--- config.mk ---
export PLATFORM = sky130hd
export DESIGN_NAME = ps2_scancode_decoder
export DESIGN_NICKNAME = d
export VERILOG_FILES = /design/src/rtl/ps2_scancode_decoder.sv
export SDC_FILE = /design/constraint.sdc
export NUM_CORES = 1
export LEC_CHECK = 0
export ABC_AREA = 0
export BUFFER_PORTS_ARGS = -buffer_cell sky130_fd_sc_hd__buf_2
export CORE_MARGIN = 5
export CORE_UTILIZATION = 61
export DETAILED_ROUTE_END_ITERATION = 8
export PLACE_DENSITY_LB_ADDON = 0.25
export RECOVER_POWER = 50
export REMOVE_ABC_BUFFERS = 1
export SLEW_MARGIN = 20
export SYNTH_ARGS = -nofsm -noshare
export SYNTH_HDL_FRONTEND = slang
export SYNTH_SLANG_ARGS = --single-unit
--- constraint.sdc ---
create_clock -name clk -period 5.6 [get_ports clk]
set_input_delay 1.12 -clock clk [delete_from_list [all_inputs] [get_ports clk]]
set_output_delay 1.12 -clock clk [all_outputs]
set_load 0.005 [all_outputs]
--- src/rtl/ps2_scancode_decoder.sv ---
// ps2_scancode_decoder
// Drains the ps2_keyboard scan-code FIFO one byte per IDLE/ACK/DECODE pass and
// folds E0/F0 prefixes into single key events (code, ext, break, ASCII).
// Tracks the currently held key, optionally filters typematic repeats and
// counts accepted presses.
// Optional feature macro: PS2_SHIFT_CASE_EN -- tracks left/right shift and
// emits lowercase letters unless a shift key is held.
module ps2_scancode_decoder #(
  parameter int CNT_W         = 8,
  parameter bit REPEAT_FILTER = 1'b1
) (
  input  logic             clk,
  input  logic             clrn,
  input  logic [7:0]       kb_data,
  input  logic             kb_ready,
  output logic             nextdata_n,
  output logic             key_valid,
  output logic [7:0]       key_code,
  output logic             key_ext,
  output logic             key_break,
  output logic [7:0]       key_ascii,
  output logic             key_held,
  output logic [7:0]       held_code,
  output logic [CNT_W-1:0] press_cnt
);

  typedef enum logic [1:0] {
    S_IDLE   = 2'd0,
    S_ACK    = 2'd1,
    S_DECODE = 2'd2
  } state_t;

  state_t      state_r;
  logic [7:0]  code_r;
  logic        ext_r;
  logic        brk_r;
  logic        held_ext_r;
  logic        same_s;
  logic        upper_s;
  logic [7:0]  ascii_s;
`ifdef PS2_SHIFT_CASE_EN
  logic        lshift_r;
  logic        rshift_r;
  logic        is_shift_s;
`endif

  // Set-2 scan code to ASCII; extended codes and unmapped keys give 8'h00.
  function automatic logic [7:0] scan_to_ascii(input logic [7:0] code,
                                               input logic       ext,
                                               input logic       upper);
    logic [7:0] a;
    case (code)
      8'h45: a = 8'h30;  8'h16: a = 8'h31;  8'h1E: a = 8'h32;  8'h26: a = 8'h33;
      8'h25: a = 8'h34;  8'h2E: a = 8'h35;  8'h36: a = 8'h36;  8'h3D: a = 8'h37;
      8'h3E: a = 8'h38;  8'h46: a = 8'h39;
      8'h1C: a = 8'h41;  8'h32: a = 8'h42;  8'h21: a = 8'h43;  8'h23: a = 8'h44;
      8'h24: a = 8'h45;  8'h2B: a = 8'h46;  8'h34: a = 8'h47;  8'h33: a = 8'h48;
      8'h43: a = 8'h49;  8'h3B: a = 8'h4A;  8'h42: a = 8'h4B;  8'h4B: a = 8'h4C;
      8'h3A: a = 8'h4D;  8'h31: a = 8'h4E;  8'h44: a = 8'h4F;  8'h4D: a = 8'h50;
      8'h15: a = 8'h51;  8'h2D: a = 8'h52;  8'h1B: a = 8'h53;  8'h2C: a = 8'h54;
      8'h3C: a = 8'h55;  8'h2A: a = 8'h56;  8'h1D: a = 8'h57;  8'h22: a = 8'h58;
      8'h35: a = 8'h59;  8'h1A: a = 8'h5A;
      default: a = 8'h00;
    endcase
    if (ext) begin
      a = 8'h00;
    end else if (!upper && (a >= 8'h41) && (a <= 8'h5A)) begin
      a = a + 8'h20;
    end else begin
      a = a;
    end
    return a;
  endfunction

  // Decode helpers for the byte waiting in code_r.
  always_comb begin
    same_s = key_held && (held_code == code_r) && (held_ext_r == ext_r);
`ifdef PS2_SHIFT_CASE_EN
    upper_s    = lshift_r | rshift_r;
    is_shift_s = !ext_r && ((code_r == 8'h12) || (code_r == 8'h59));
`else
    upper_s    = 1'b1;
`endif
    ascii_s = scan_to_ascii(code_r, ext_r, upper_s);
  end

  // Handshake FSM, prefix folding, held-key tracking and press counter.
  always_ff @(posedge clk or negedge clrn) begin
    if (!clrn) begin
      state_r    <= S_IDLE;
      code_r     <= 8'h00;
      ext_r      <= 1'b0;
      brk_r      <= 1'b0;
      held_ext_r <= 1'b0;
      nextdata_n <= 1'b1;
      key_valid  <= 1'b0;
      key_code   <= 8'h00;
      key_ext    <= 1'b0;
      key_break  <= 1'b0;
      key_ascii  <= 8'h00;
      key_held   <= 1'b0;
      held_code  <= 8'h00;
      press_cnt  <= '0;
`ifdef PS2_SHIFT_CASE_EN
      lshift_r   <= 1'b0;
      rshift_r   <= 1'b0;
`endif
    end else begin
      key_valid <= 1'b0;
      case (state_r)
        S_IDLE: begin
          if (kb_ready) begin
            code_r     <= kb_data;
            nextdata_n <= 1'b0;
            state_r    <= S_ACK;
          end else begin
            nextdata_n <= 1'b1;
            state_r    <= S_IDLE;
          end
        end
        S_ACK: begin
          // The producer advances its read pointer on this edge.
          nextdata_n <= 1'b1;
          state_r    <= S_DECODE;
        end
        S_DECODE: begin
          nextdata_n <= 1'b1;
          state_r    <= S_IDLE;
          if (code_r == 8'hE0) begin
            ext_r <= 1'b1;
          end else if (code_r == 8'hF0) begin
            brk_r <= 1'b1;
          end else begin
            ext_r <= 1'b0;
            brk_r <= 1'b0;
`ifdef PS2_SHIFT_CASE_EN
            if (is_shift_s) begin
              // Shift keys report an event but never become the held key.
              key_valid <= 1'b1;
              key_code  <= code_r;
              key_ext   <= ext_r;
              key_break <= brk_r;
              key_ascii <= ascii_s;
              if (code_r == 8'h12) begin
                lshift_r <= ~brk_r;
              end else begin
                rshift_r <= ~brk_r;
              end
            end else
`endif
            if (brk_r) begin
              key_valid <= 1'b1;
              key_code  <= code_r;
              key_ext   <= ext_r;
              key_break <= 1'b1;
              key_ascii <= ascii_s;
              if (same_s) begin
                key_held <= 1'b0;
              end else begin
                key_held <= key_held;
              end
            end else if (same_s && (REPEAT_FILTER == 1'b1)) begin
              // Typematic repeat of the held key: swallowed silently.
              key_valid <= 1'b0;
            end else begin
              key_valid  <= 1'b1;
              key_code   <= code_r;
              key_ext    <= ext_r;
              key_break  <= 1'b0;
              key_ascii  <= ascii_s;
              held_code  <= code_r;
              held_ext_r <= ext_r;
              key_held   <= 1'b1;
              press_cnt  <= press_cnt + {{(CNT_W-1){1'b0}}, 1'b1};
            end
          end
        end
        default: begin
          nextdata_n <= 1'b1;
          state_r    <= S_IDLE;
        end
      endcase
    end
  end

endmodule

==> results.md <==
- Status: finished with violations
- Failing checks: capacitance limit, slew limit
- Number of synthesis warnings: 0
- Critical path cell sequence: clkbuf_1
- Total Wirelength: between 6000 and 7000 microns
- Vias in the first global route: 2,277
- Post-synth top area share: about 41%
- CP bufs+invs: 1
- CP peak stage delay: 1770 ps
- Most common cell after layout, fill and taps aside: dfrtp_1
- Max layer used: met4
- Port buffer count: between 40 and 50
- RSZ-0062 raised after global routing: no
- DRT antenna net count: 0
- Tot GR Track Use: between 20% and 30%
- Critical Path RT: 5490 ps
- Worst hold path class: flop to flop
- Cell taking the most area after synthesis: dfrtp_1
- Clock Latency Late Sink: 310 ps
- Max-cap viol count: 1
- Largest net degree at the start of global routing: 50
- Drt pass-1 iters: 4
- Area grow syn2layout: 9.97%
- Hold slack: ~480 ps
- Initial antenna violation count: 0
- Most frequent cells in the layout: dfrtp_1 (48), buf_2 (42), nand2_1 (23)
- Tmin final: 3030 ps
- Diode count: 0
- DR WL met2: between 3000 and 4000 microns
- Multi-input combinational cell area: around 1500 sq um
- Crit path max fanout: slightly below 50
- Clk_skew: 6.53 ps
- Vias: between 2,000 and 2,500
- # IOs: 48
- Non-filler cells, final: about 370
- CTS clk-pin slew, worst paths: around 90 ps
- Crit-path slowest cell: clkbuf_1
- Post-Syn Instances: 282
- Slew margin rel.: -69.1%
- Post-DP HPWL: between 4000 and 5000 microns
- Fin nets: approximately 340
- Row count: 25
- DRT iter0 DRCs: roughly 270
- Mean Syn Cell Area: 10.3 sq um
- Synth Cell Area: 2910 sq um
- Post-synthesis sequential area ratio: about 42%
- Placed instance count: roughly 370
- Startpoint types: input pin
- Clock buffer depth: 2
- Fillers: 393
- Final Cycle Share: a little over half
- Register Area: between 1000 and 1500 sq um
- Worst Setup End Kind: async pin
- FMAX: ~330 MHz
- Core ar.: 4690 sq um
- Leakage power: 1.48 nW
- Final Hold Fails: 0
- TritonCTS Buffers: 5
- Endpoints failing setup: 0
- Layout cells sized above 1: 26.6%
- Grt ovf: 0
- Die width: between 70 and 80 microns
- Postcts setup bufs: 0
- First-pass GRT wire length: about 11,000 microns
- DIE AREA: between 6000 and 7000 sq um
- Post-CTS Hold Fix Bufs: 0
- VDD IR-drop max: 0.291 mV
- Initial Util: 62.1%
- Met1 wire length: ~3100 microns
- Setup CP Type: input pin to async pin
- Average wire per standard cell: ~18 microns
- CTS H-tree depth: 2
- Post-CTS Resized: 0
- Unique masters post-synth: 49
- Yosys reg bits: around 50
- TritonCTS Sinks: 49
- Routed vias/inst: 5.99
- Synth top area cells: dfrtp_1 (41%), mux2_4 (7.7%), mux2_2 (4.6%)
- Cell Pwr Density: approximately 450 nW/um^2
- WL met3: around 430 microns
- Final max-slew violation count: 50
- Slew @ Worst Pin: approximately 2500 ps
- CTS tree: done
- # DRC: 0
- Die Ht: between 70 and 80 microns
- WP data arrival: 2920 ps
- CP top delay family: buffers and inverters
- Routability cong.: between 0.9 and 1
- Root Buffer: clkbuf_8
- TNS Setup: 0 ps
routing by layer:
metal,up-vias,GRT usage [%]
li1,1068,-
met1,1070,32.2
met2,89,35.6
met3,8,6.12
met4,0,6.70
met5,-,0
cells in the mapped netlist (all sizes together):
cell     number
o31a          1
nor4          3
conb          1
nor2         12
nor3          4
a211oi        4
or3           2
dfstp         1
nand2        23
a21o          1
o31ai         3
a2bb2oi       1
dfrtp        48
or2           1
clkbuf       11
o311ai        1
mux2i         7
and2          4
nor2b         6
nand3b        2
inv           9
ha            8
o21ai        22
a41o          1
nor3b         3
xnor2         7
o211ai        4
buf           9
a32oi         2
a41oi         1
a31oi         1
nand3         9
and3          8
o32ai         1
a2111oi       2
nand4         4
o2111ai       1
mux2         27
a21oi        11
a22o          1
nand2b        6
xor2          9
registers in the layout, indices dropped and copies added, names as in the netlist:
name	count
key_code	8
state_r	2
held_code	8
brk_r	1
key_valid	1
key_break	1
held_ext_r	1
key_ascii	7
key_ext	1
press_cnt	8
code_r	8
key_held	1
nextdata_n	1
ext_r	1
through the flow:
step / worst slack (ps) / utilization, % / power (mW) / area, sq um
4_1_cts: 2630 / 68.4 / 1.44 / 3210
6_report: 2570 / 68.2 / 1.44 / 3200
2_1_floorplan: 3040 / - / 0.996 / 2800
3_3_place_gp: 2750 / 66.6 / 1.20 / 3120
5_1_grt: 1890 / 68.2 / 1.54 / 3200
3_5_place_dp: 2640 / 66.6 / 1.23 / 3120
kinds of logic after synthesis:
group           after synthesis  share of synthesized area (%)
simple gates                 87                           16.7
compound gates               58                           13.2
xor+xnor                     16                           4.81
flops                        49                           42.2
other cells                   1                          0.129
buf+inv                      29                           4.86
fa+ha+maj                     8                           3.44
mux                          34                           14.8
final cells by class:
cell class,count,share of cell area [%]
flip-flops and latches,49,38.3
multi-input cells,204,48.2
well taps,54,2.11
inverters,9,1.06
clock buffers,6,2.27
repair buffers,49,7.62
clock inverters,2,0.430
power by group:
part	leakage (nW)	internal (mW)	total, mW	switching [mW]
Sequential	0.617	0.471	0.607	0.136
Combinational	0.815	0.300	0.617	0.318
Clock	0.0456	0.0893	0.211	0.122
Total	1.48	0.860	1.44	0.576
path summary, 6_finish.rpt:
path / end / cells after the start / slack (ps) / from
worst max-delay path: held_code[2] / 1 / 2570 / clrn
worst min-delay path: state_r[1] / 1 / 480 / state_r[1]
worst max register to register: press_cnt[1] / 7 / 2600 / code_r[1]
worst min register to register: state_r[1] / 1 / 480 / state_r[1]
max in group clk: press_cnt[1] / 7 / 2600 / code_r[1]
min in group asynchronous: key_ascii[0] / 1 / 1590 / clrn
(Power assumes the default switching activity.)
